`config.mk`:
```
export PLATFORM = sky130hd
export DESIGN_NAME = fsm_leer_rtc_flat
export DESIGN_NICKNAME = d
export VERILOG_FILES = /design/src/rtl/fsm_leer_rtc_pkg.sv /design/src/rtl/fsm_leer_rtc_if.sv /design/src/rtl/fsm_leer_rtc_bus_cycle.sv /design/src/rtl/fsm_leer_rtc.sv /design/src/flat_wrapper.sv
export SDC_FILE = /design/constraint.sdc
export NUM_CORES = 1
export LEC_CHECK = 0
export ABC_CLOCK_PERIOD_IN_PS = 1800
export CELL_PAD_IN_SITES_DETAIL_PLACEMENT = 0
export CELL_PAD_IN_SITES_GLOBAL_PLACEMENT = 2
export CORE_MARGIN = 1
export CORE_UTILIZATION = 27
export DETAILED_ROUTE_END_ITERATION = 10
export HOLD_SLACK_MARGIN = 0.03
export PLACE_DENSITY_LB_ADDON = 0.1
export SLEW_MARGIN = 20
export SYNTH_ARGS = -nofsm -noshare
export SYNTH_HDL_FRONTEND = slang
export SYNTH_SLANG_ARGS = --single-unit
```
`constraint.sdc`:
```
create_clock -name clk -period 1.8 [get_ports clk]
set_input_delay 0.36 -clock clk [delete_from_list [all_inputs] [get_ports clk]]
set_output_delay 0.36 -clock clk [all_outputs]
set_load 0.02 [all_outputs]
```
`src/rtl/fsm_leer_rtc_pkg.sv`:
```
// Shared definitions for the RTC time-read controller: FSM encoding,
// phase boundaries inside one bus transaction and the step-to-select map.
package fsm_leer_rtc_pkg;

  typedef enum logic [2:0] {
    ST_IDLE,
    ST_SETUP,
    ST_STROBE,
    ST_HOLD,
    ST_RECOVER
  } state_e;

  // Phase boundaries within one 16-cycle transaction (first cycle of each region).
  localparam int PH_STROBE  = 2;
  localparam int PH_HOLD    = 12;
  localparam int PH_RECOVER = 14;
  localparam int PH_END     = 16;

  localparam logic [3:0] LAST_STEP = 4'd12;
  localparam int         NUM_SEL   = 13;

  // Select bit index for each step; bit index equals step number.
  localparam int SEL_COM_CYT  = 0;
  localparam int SEL_DIR_SEG  = 1;
  localparam int SEL_SEG      = 2;
  localparam int SEL_DIR_MIN  = 3;
  localparam int SEL_MIN      = 4;
  localparam int SEL_DIR_HORA = 5;
  localparam int SEL_HORA     = 6;
  localparam int SEL_DIR_DIA  = 7;
  localparam int SEL_DIA      = 8;
  localparam int SEL_DIR_MES  = 9;
  localparam int SEL_MES      = 10;
  localparam int SEL_DIR_ANIO = 11;
  localparam int SEL_ANIO     = 12;

  // Step 0 (command) and all odd steps (addresses) push RAM data to the RTC.
  function automatic logic is_write_step(logic [3:0] step);
    return (step == 4'd0) || step[0];
  endfunction

  // One-hot RAM select for a step; out-of-range steps select nothing.
  function automatic logic [NUM_SEL-1:0] step_sel(logic [3:0] step);
    logic [NUM_SEL-1:0] sel;
    sel = '0;
    if (step <= LAST_STEP) sel[step] = 1'b1;
    return sel;
  endfunction

endpackage

```
`src/rtl/fsm_leer_rtc_if.sv`:
```
// Control/select lines between the read controller and the external
// RTC bus, tri-state buffers and register RAM.
interface fsm_leer_rtc_if;
  logic do_it_leer;
  logic a_d;
  logic cs;
  logic rd;
  logic wr;
  logic rtc_to_ram;
  logic ram_to_rtc;
  logic dir_ram_com_cyt;
  logic dir_ram_dir_seg, dir_ram_dir_min, dir_ram_dir_hora;
  logic dir_ram_dir_dia, dir_ram_dir_mes, dir_ram_dir_anio;
  logic dir_ram_seg, dir_ram_min, dir_ram_hora;
  logic dir_ram_dia, dir_ram_mes, dir_ram_anio;
  logic w_ram_enable;
  logic r_ram_enable;

  modport master (
    input  do_it_leer,
    output a_d, cs, rd, wr, rtc_to_ram, ram_to_rtc,
    output dir_ram_com_cyt,
    output dir_ram_dir_seg, dir_ram_dir_min, dir_ram_dir_hora,
    output dir_ram_dir_dia, dir_ram_dir_mes, dir_ram_dir_anio,
    output dir_ram_seg, dir_ram_min, dir_ram_hora,
    output dir_ram_dia, dir_ram_mes, dir_ram_anio,
    output w_ram_enable, r_ram_enable
  );

  modport slave (
    output do_it_leer,
    input  a_d, cs, rd, wr, rtc_to_ram, ram_to_rtc,
    input  dir_ram_com_cyt,
    input  dir_ram_dir_seg, dir_ram_dir_min, dir_ram_dir_hora,
    input  dir_ram_dir_dia, dir_ram_dir_mes, dir_ram_dir_anio,
    input  dir_ram_seg, dir_ram_min, dir_ram_hora,
    input  dir_ram_dia, dir_ram_mes, dir_ram_anio,
    input  w_ram_enable, r_ram_enable
  );
endinterface

```
`src/rtl/fsm_leer_rtc_bus_cycle.sv`:
```
// Timing of one 16-cycle RTC bus transaction: phase counter plus the
// cs/strobe/enable windows decoded from it, and a done pulse on the last cycle.
module fsm_leer_rtc_bus_cycle
  import fsm_leer_rtc_pkg::*;
(
  input  logic       clk,
  input  logic       reset,
  input  logic       run_i,
  output logic [3:0] phase_o,
  output logic       cs_n_o,
  output logic       strobe_n_o,
  output logic       en_o,
  output logic       strobe_last_o,
  output logic       done_o
);

  logic [3:0] phase_q, phase_d;

  // Count through the transaction while running; wraps 15 -> 0 into the next step.
  always_comb begin
    phase_d = '0;
    if (run_i) phase_d = phase_q + 4'd1;
  end

  // Phase register, cleared asynchronously.
  always_ff @(posedge clk or posedge reset) begin
    if (reset) phase_q <= '0;
    else       phase_q <= phase_d;
  end

  assign phase_o       = phase_q;
  assign en_o          = run_i && (phase_q < 4'(PH_RECOVER));
  assign cs_n_o        = !en_o;
  assign strobe_n_o    = !(run_i && (phase_q >= 4'(PH_STROBE)) && (phase_q < 4'(PH_HOLD)));
  assign strobe_last_o = run_i && (phase_q == 4'(PH_HOLD - 1));
  assign done_o        = run_i && (phase_q == 4'(PH_END - 1));

endmodule

```
`src/rtl/fsm_leer_rtc.sv`:
```
// Reads seconds..year from a multiplexed address/data RTC into register RAM:
// one command write followed by six address-write / data-read pairs.
//
// state      | meaning
// -----------+-----------------------------------------------
// ST_IDLE    | bus released, waiting for do_it_leer
// ST_SETUP   | cs low, select/direction valid, strobe high
// ST_STROBE  | rd or wr low for 10 cycles
// ST_HOLD    | strobe high, cs/select/enables held
// ST_RECOVER | cs high, bus enables off, select still valid
module fsm_leer_rtc
  import fsm_leer_rtc_pkg::*;
(
  input  logic          clk,
  input  logic          reset,
  fsm_leer_rtc_if.master bus
);

  state_e             state_q, state_d;
  logic [3:0]         step_q, step_d;
  logic               run;
  logic [3:0]         phase;
  logic               cs_n, strobe_n, en, strobe_last, done;
  logic               wr_step;
  logic [NUM_SEL-1:0] sel;

  assign run = (state_q != ST_IDLE);

  fsm_leer_rtc_bus_cycle u_bus_cycle (
    .clk          (clk),
    .reset        (reset),
    .run_i        (run),
    .phase_o      (phase),
    .cs_n_o       (cs_n),
    .strobe_n_o   (strobe_n),
    .en_o         (en),
    .strobe_last_o(strobe_last),
    .done_o       (done)
  );

  // State and step registers, forced to idle/step 0 asynchronously.
  always_ff @(posedge clk or posedge reset) begin
    if (reset) begin
      state_q <= ST_IDLE;
      step_q  <= '0;
    end else begin
      state_q <= state_d;
      step_q  <= step_d;
    end
  end

  // Next state follows the phase counter; outputs decoded from registered state only.
  always_comb begin
    state_d          = state_q;
    step_d           = step_q;
    wr_step          = is_write_step(step_q);
    sel              = '0;
    bus.a_d          = 1'b1;
    bus.cs           = 1'b1;
    bus.rd           = 1'b1;
    bus.wr           = 1'b1;
    bus.rtc_to_ram   = 1'b0;
    bus.ram_to_rtc   = 1'b0;
    bus.w_ram_enable = 1'b0;
    bus.r_ram_enable = 1'b0;

    case (state_q)
      ST_IDLE: begin
        if (bus.do_it_leer) begin
          state_d = ST_SETUP;
          step_d  = '0;
        end
      end
      ST_SETUP:  if (phase == 4'(PH_STROBE - 1))  state_d = ST_STROBE;
      ST_STROBE: if (phase == 4'(PH_HOLD - 1))    state_d = ST_HOLD;
      ST_HOLD:   if (phase == 4'(PH_RECOVER - 1)) state_d = ST_RECOVER;
      ST_RECOVER: begin
        if (done) begin
          if (step_q == LAST_STEP) begin
            state_d = ST_IDLE;
            step_d  = '0;
          end else begin
            state_d = ST_SETUP;
            step_d  = step_q + 4'd1;
          end
        end
      end
      default: begin
        state_d = ST_IDLE;
        step_d  = '0;
      end
    endcase

    if (run) begin
      sel              = step_sel(step_q);
      bus.a_d          = !wr_step;
      bus.cs           = cs_n;
      bus.wr           = wr_step ? strobe_n : 1'b1;
      bus.rd           = wr_step ? 1'b1 : strobe_n;
      bus.ram_to_rtc   = en && wr_step;
      bus.r_ram_enable = en && wr_step;
      bus.rtc_to_ram   = en && !wr_step;
      // RAM captures on the last rd-low cycle, when RTC data is settled.
      bus.w_ram_enable = strobe_last && !wr_step;
    end
  end

  assign bus.dir_ram_com_cyt  = sel[SEL_COM_CYT];
  assign bus.dir_ram_dir_seg  = sel[SEL_DIR_SEG];
  assign bus.dir_ram_seg      = sel[SEL_SEG];
  assign bus.dir_ram_dir_min  = sel[SEL_DIR_MIN];
  assign bus.dir_ram_min      = sel[SEL_MIN];
  assign bus.dir_ram_dir_hora = sel[SEL_DIR_HORA];
  assign bus.dir_ram_hora     = sel[SEL_HORA];
  assign bus.dir_ram_dir_dia  = sel[SEL_DIR_DIA];
  assign bus.dir_ram_dia      = sel[SEL_DIA];
  assign bus.dir_ram_dir_mes  = sel[SEL_DIR_MES];
  assign bus.dir_ram_mes      = sel[SEL_MES];
  assign bus.dir_ram_dir_anio = sel[SEL_DIR_ANIO];
  assign bus.dir_ram_anio     = sel[SEL_ANIO];

endmodule

```
`src/flat_wrapper.sv`:
```
// flat-port wrapper written by rule: the top's interface ports become plain ports
module fsm_leer_rtc_flat import fsm_leer_rtc_pkg::*;
  (clk, reset, bus_do_it_leer, bus_a_d, bus_cs, bus_rd, bus_wr, bus_rtc_to_ram, bus_ram_to_rtc, bus_dir_ram_com_cyt, bus_dir_ram_dir_seg, bus_dir_ram_dir_min, bus_dir_ram_dir_hora, bus_dir_ram_dir_dia, bus_dir_ram_dir_mes, bus_dir_ram_dir_anio, bus_dir_ram_seg, bus_dir_ram_min, bus_dir_ram_hora, bus_dir_ram_dia, bus_dir_ram_mes, bus_dir_ram_anio, bus_w_ram_enable, bus_r_ram_enable);
  fsm_leer_rtc_if bus_i ();
  input  logic clk;
  input  logic reset;
  input wire logic [$bits(bus_i.do_it_leer)-1:0] bus_do_it_leer;
  output wire logic [$bits(bus_i.a_d)-1:0] bus_a_d;
  output wire logic [$bits(bus_i.cs)-1:0] bus_cs;
  output wire logic [$bits(bus_i.rd)-1:0] bus_rd;
  output wire logic [$bits(bus_i.wr)-1:0] bus_wr;
  output wire logic [$bits(bus_i.rtc_to_ram)-1:0] bus_rtc_to_ram;
  output wire logic [$bits(bus_i.ram_to_rtc)-1:0] bus_ram_to_rtc;
  output wire logic [$bits(bus_i.dir_ram_com_cyt)-1:0] bus_dir_ram_com_cyt;
  output wire logic [$bits(bus_i.dir_ram_dir_seg)-1:0] bus_dir_ram_dir_seg;
  output wire logic [$bits(bus_i.dir_ram_dir_min)-1:0] bus_dir_ram_dir_min;
  output wire logic [$bits(bus_i.dir_ram_dir_hora)-1:0] bus_dir_ram_dir_hora;
  output wire logic [$bits(bus_i.dir_ram_dir_dia)-1:0] bus_dir_ram_dir_dia;
  output wire logic [$bits(bus_i.dir_ram_dir_mes)-1:0] bus_dir_ram_dir_mes;
  output wire logic [$bits(bus_i.dir_ram_dir_anio)-1:0] bus_dir_ram_dir_anio;
  output wire logic [$bits(bus_i.dir_ram_seg)-1:0] bus_dir_ram_seg;
  output wire logic [$bits(bus_i.dir_ram_min)-1:0] bus_dir_ram_min;
  output wire logic [$bits(bus_i.dir_ram_hora)-1:0] bus_dir_ram_hora;
  output wire logic [$bits(bus_i.dir_ram_dia)-1:0] bus_dir_ram_dia;
  output wire logic [$bits(bus_i.dir_ram_mes)-1:0] bus_dir_ram_mes;
  output wire logic [$bits(bus_i.dir_ram_anio)-1:0] bus_dir_ram_anio;
  output wire logic [$bits(bus_i.w_ram_enable)-1:0] bus_w_ram_enable;
  output wire logic [$bits(bus_i.r_ram_enable)-1:0] bus_r_ram_enable;
  assign bus_i.do_it_leer = bus_do_it_leer;
  assign bus_a_d = bus_i.a_d;
  assign bus_cs = bus_i.cs;
  assign bus_rd = bus_i.rd;
  assign bus_wr = bus_i.wr;
  assign bus_rtc_to_ram = bus_i.rtc_to_ram;
  assign bus_ram_to_rtc = bus_i.ram_to_rtc;
  assign bus_dir_ram_com_cyt = bus_i.dir_ram_com_cyt;
  assign bus_dir_ram_dir_seg = bus_i.dir_ram_dir_seg;
  assign bus_dir_ram_dir_min = bus_i.dir_ram_dir_min;
  assign bus_dir_ram_dir_hora = bus_i.dir_ram_dir_hora;
  assign bus_dir_ram_dir_dia = bus_i.dir_ram_dir_dia;
  assign bus_dir_ram_dir_mes = bus_i.dir_ram_dir_mes;
  assign bus_dir_ram_dir_anio = bus_i.dir_ram_dir_anio;
  assign bus_dir_ram_seg = bus_i.dir_ram_seg;
  assign bus_dir_ram_min = bus_i.dir_ram_min;
  assign bus_dir_ram_hora = bus_i.dir_ram_hora;
  assign bus_dir_ram_dia = bus_i.dir_ram_dia;
  assign bus_dir_ram_mes = bus_i.dir_ram_mes;
  assign bus_dir_ram_anio = bus_i.dir_ram_anio;
  assign bus_w_ram_enable = bus_i.w_ram_enable;
  assign bus_r_ram_enable = bus_i.r_ram_enable;
  fsm_leer_rtc u_core (.clk(clk), .reset(reset), .bus(bus_i));
endmodule
```
# Yosys cells after proc, flatten, opt, wreduce, memory -nomap -nowiden
# Cells that the tools add are included.
dict set report op_classes {
  div_mod_pow 0
  addsub 2
  reduce_logical 19
  shift 0
  n_mux 25
  mul 0
  bitwise_logic 1
  order_cmp 6
  n_eq_ne 14
}
# operator count
set ops {}
lappend ops {{two-way mux 13 bit} 2}
lappend ops {{== test 4 bit (second input constant)} 4}
lappend ops {{two-way mux 4 bit} 4}
lappend ops {{two-way mux 3 bit} 5}
lappend ops {{case mux 3 bit (5 select lines)} 1}
lappend ops {{case mux 4 bit (3 select lines)} 1}
lappend ops {{two-way mux 1 bit} 11}
lappend ops {{logical AND 1 bit} 9}
lappend ops {{adder 4 x 1 -> 4 bit (second input constant)} 2}
lappend ops {{< comparator 4 bit (second input constant)} 2}
lappend ops {{inequality test 2 x 1 -> 1 bit (second input constant)} 4}
lappend ops {{== test 3 x 2 -> 1 bit (second input constant)} 2}
lappend ops {{< comparator 4 x 5 -> 1 bit (second input constant)} 1}
lappend ops {{AND reduction 5 bit} 1}
lappend ops {{demux 1 bit (select 4 bit)} 1}
lappend ops {{== test 4 x 1 -> 1 bit (second input constant)} 1}
lappend ops {{>= comparator 4 x 1 -> 1 bit (second input constant)} 1}
lappend ops {{>= comparator 4 x 2 -> 1 bit (second input constant)} 1}
lappend ops {{less-or-equal comparator 4 bit (second input constant)} 1}
lappend ops {{zero test 4 bit} 1}
lappend ops {{== test 3 x 1 -> 1 bit (second input constant)} 1}
lappend ops {{== test 3 bit (second input constant)} 1}
lappend ops {{zero test 1 bit} 3}
lappend ops {{zero test 3 bit} 1}
lappend ops {{6 further kinds} 6}
dict set report word_totals {
  register_bits 11
  elab_cells 70
  memories 0
  mem_bits_rw 0
  rom_bits 0
  latchBits 0
}

# Logic depth before layout (Yosys ltp)
dict set report logic_depth {
  word_depth 6
  depth_mapped 6
}

# Hierarchy
# Synthesis repeated with hierarchy kept, for this count alone.
dict set report hier_totals {
  cells_unflattened 112
  area_unflattened_um2 902.1
}
# module area_per_inst_um2 cells_each instances
set modules_own_cells {}
lappend modules_own_cells {fsm_leer_rtc 689.4 88 1}
lappend modules_own_cells {fsm_leer_rtc_bus_cycle 212.7 24 1}

# Least setup slack after synthesis
# OpenSTA, ideal clock, no wires.
dict set report synth_timing {
  path_kind {flip-flop to output port}
  start {register u_core.step_q[0]}
  end {output bus_ram_to_rtc}
  setup_slack_ns -0.363
  n_path_buf 1
  path_stages_with_launch 7
  t_arrival_ns 1.803
  cell_sequence {dfrtp_1 -> inv_1 -> ha_1 -> a21oi_1 -> or2_2 -> a31oi_1 -> buf_4}
}
dict set report synth_between {
  elab_chain_cells 4
}
# item line
set synth_rtl {}
lappend synth_rtl {{start: declaration} fsm_leer_rtc.sv:20} ;# logic [3:0] step_q, step_d;
lappend synth_rtl {{start signal: assignment} fsm_leer_rtc.sv:48} ;# step_q <= step_d;
lappend synth_rtl {{zero test 4 bit} fsm_leer_rtc_pkg.sv:39} ;# return (step == 4'd0) || step[0];
lappend synth_rtl {{logical OR 1 bit *} fsm_leer_rtc_pkg.sv:39}
lappend synth_rtl {{logical AND 1 bit *} n/a}
lappend synth_rtl {{two-way mux 1 bit *} n/a}
lappend synth_rtl {{end: declaration} flat_wrapper.sv:13} ;# output wire logic [$bits(bus_i.ram_to_rtc)-1:0] bus_ram_to_rtc;
# Every way passes the cells marked *; elsewhere a longest branch is shown, timed or not.

# Worst setup path in the final report
dict set report layout_timing {
  start {register u_core.step_q[0]}
  end {output bus_ram_to_rtc}
}
dict set report layout_between {
  elab_chain_cells 4
}
# item line
set layout_rtl {}
lappend layout_rtl {{zero test 4 bit} fsm_leer_rtc_pkg.sv:39}
lappend layout_rtl {{logical OR 1 bit *} fsm_leer_rtc_pkg.sv:39}
lappend layout_rtl {{logical AND 1 bit *} fsm_leer_rtc.sv:100} ;# bus.ram_to_rtc = en && wr_step;
lappend layout_rtl {{two-way mux 1 bit *} fsm_leer_rtc.sv:94} ;# if (run) begin
# Marks and branches as above.

==> results.txt <==
largest net degree at the start of global routing - 12
Non-Filler Instances - 189
P_leak - 0.6449 nW
IO buf count - 23
violated checks - negative setup slack
post-synth top area cell - dfrtp_1
Post-CTS Hold Fix Bufs - 0
Final HPWL DP - 1923 µm
Vias - 916
post-layout worst setup margin - -0.07035 ns
cell-internal power - 0.0009643 W
sw power - 0.0007532 W
most frequent cell after synthesis - and2_1
H-tree level count - 1
Initial Utilization - 28.65%
Critical Path Source Type - flip-flop
Area contributors post-synth - dfrtp_1, and2_1, ha_1
WL final - 2533 µm
Avg Cell Area, Syn - 8.574 µm²
CTS max path bufs - 2
chip width - 58.92 µm
Synth Register Bits - 11
Clk Latency, worst-skew pair - 0.28 ns
Hold Vio Cnt, Final - 0
worst-margin pin slew - 0.4478 ns
DRC viols - 0
io pins - 24
worst endpoint required time - 1.44 ns
worst-path maximum fanout - 3
Logic pwr share - 65.4%
post-synth top area share - 31.47%
RSZ-0062 raised after global routing - yes
min-delay worst type - in -> async
netlist area before placement - 874.6 µm²
Max-Slew Margin vs Limit - 70.12%
ys async rst share - 100.0%
site row count - 20
worst clock skew - 0.009874 ns
Seq/Total Area, Yosys - 31.47%
FMAX - 534.7 MHz
layout cells sized above 1 - 55.17%
total power - 0.001717 W
prevailing post-synth register cell - dfrtp_1
drt via density - 4.847
initial antenna violation count - 0
number of global-route vias before repair - 890
core area - 3053 µm²
CP Class - reg -> out
GP Congestion - 0.7826
P per Cell Area - 1228 nW/µm²
Area Growth Syn to Fin - 59.94%
drt pass-1 iters - 4
post-route ant nets - 0
global-route wire length before repair - 4195 µm
total global-route track usage - 16.43%
die area - 3471 µm²
CTS tree - done
dpl cells - 186
clock-pin slew on the worst setup and hold paths - 0.08 ns
# Max-Cap Violations - 0
Syn Inst Count - 102
Post-synth EDFFs - 0
Synth cell types - 41
clock sink count - 11
die height - 58.92 µm
synth cell count leaders - and2_1, dfrtp_1, nor2_1, ha_1
DRT iter0 DRCs - 12
setup violators final - 8
Synth warnings - 0
TritonCTS Buffers - 3
antenna cells - 0
worst vdd ir - 561.2 µV
Slew Limit Fails - 0
root buffer cell - clkbuf_4
syn nets - 111
global route overflow - 0
Worst setup EP type - output pin
Sw Ratio - 43.85%
Avg WL per Cell - 13.40 µm
Seq pwr share - 24.2%
Clock power frac - 10.4%
status - finished with violations
min Tclk post-route - 1.870 ns
Final nets - 155
critical path data arrival time - 1.51 ns
fin crit share - 103.9%
power by group through the flow:
stage	logic, W	registers (W)	clock network (W)
floorplan	0.000664	0.000391	0
global placement	0.00104	0.000409	0
detailed placement	0.00104	0.000414	0
CTS	0.00110	0.000413	0.000186
global route	0.00121	0.000429	0.000197
finish	0.00112	0.000415	0.000179
per-stage QoR:
step	cell area [µm²]	worst slack [ns]	hold WS, ns	TNS (ns)	util, %
CTS	1386	-0.07517	0.4074	-0.5228	45.41
detailed placement	1323	-0.2874	0.5577	-3.809	43.32
global route	1399	-0.1500	0.4503	-1.603	45.82
floorplan	903.4	0.004442	0.2124	0	-
global placement	1323	-0.2436	0.5285	-3.905	43.32
finish	1399	-0.07035	0.3829	-0.2174	45.82
cell families after synthesis:
family	synth area share [%]
compound gates	16.60
xor+xnor	2.003
fa+ha+maj	8.583
buf+inv	7.438
flops	31.47
simple gates	33.91
worst max-delay path, cell delays in order (launching register included):
cell and delay, ns:
dfrtp_2 0.41, inv_2 0.07, ha_4 0.13, a21oi_2 0.05, or2_4 0.25, a31oi_4 0.18, buf_6 0.14
cell usage in the layout (no fill, tap or decap), types with 2 or more instances in the layout:
cell and instances:
clkdlybuf4s50_1 2, inv_1 2, a21oi_1 3, nand4_1 2, and2_4 8, buf_6 12, nand2b_1 2, a22o_1 2
inv_2 2, nor3_2 2, buf_4 26, dfrtp_1 9, nor3b_2 2, dfrtp_2 2, and2_1 4, nor3_1 3
nand2_1 5, ha_1 4, o21ai_1 3, buf_2 7, nand3_1 3, nor2_1 8, clkbuf_4 3
path summary, 6_finish.rpt:
| kind | depth (start not counted) | slack (ns) | end | start |
|---|---|---|---|---|
| max | 6 | -0.07 | bus_ram_to_rtc | u_core.step_q[0] |
| min | 2 | 0.38 | u_core.step_q[2] | reset |
| max reg2reg | 6 | 0.14 | u_core.step_q[3] | u_core.state_q[0] |
| min reg2reg | 2 | 0.56 | u_core.u_bus_cycle.phase_o[0] | u_core.u_bus_cycle.phase_o[0] |
| max in group asynchronous | 2 | 1.09 | u_core.u_bus_cycle.phase_o[3] | reset |
| min in group clk | 2 | 0.56 | u_core.u_bus_cycle.phase_o[0] | u_core.u_bus_cycle.phase_o[0] |
cell type report:
class | count | area, µm²
fill | 320 | 1654
sequential | 11 | 277.8
timing repair buffer | 47 | 385.4
multi-input combinational | 79 | 639.4
inverter | 4 | 15.01
tap | 44 | 55.05
clock buffer | 4 | 26.28
layer usage:
metal / share of wire, % / global-route usage (%) / up-vias / wire length (µm)
li1: - / - / 443 / -
met1: 45 / 20.57 / 446 / 1152
met2: 49 / 27.44 / 22 / 1241
met3: 3.8 / 3.077 / 5 / 95
met4: 1.7 / 7.143 / 0 / 43
met5: 0 / 0 / - / 0
timing repair:
item,CTS,global route
setup endpoints to repair,21,22
setup buffers,1,1
resized for setup,130,4
pin swaps,1,1
registers in the layout (all words and copies together), names as in the netlist:
name / cells
u_core.step_q: 4
u_core.u_bus_cycle.phase_o: 4
u_core.state_q: 3
No activity file was read; power rests on OpenSTA's default activity.
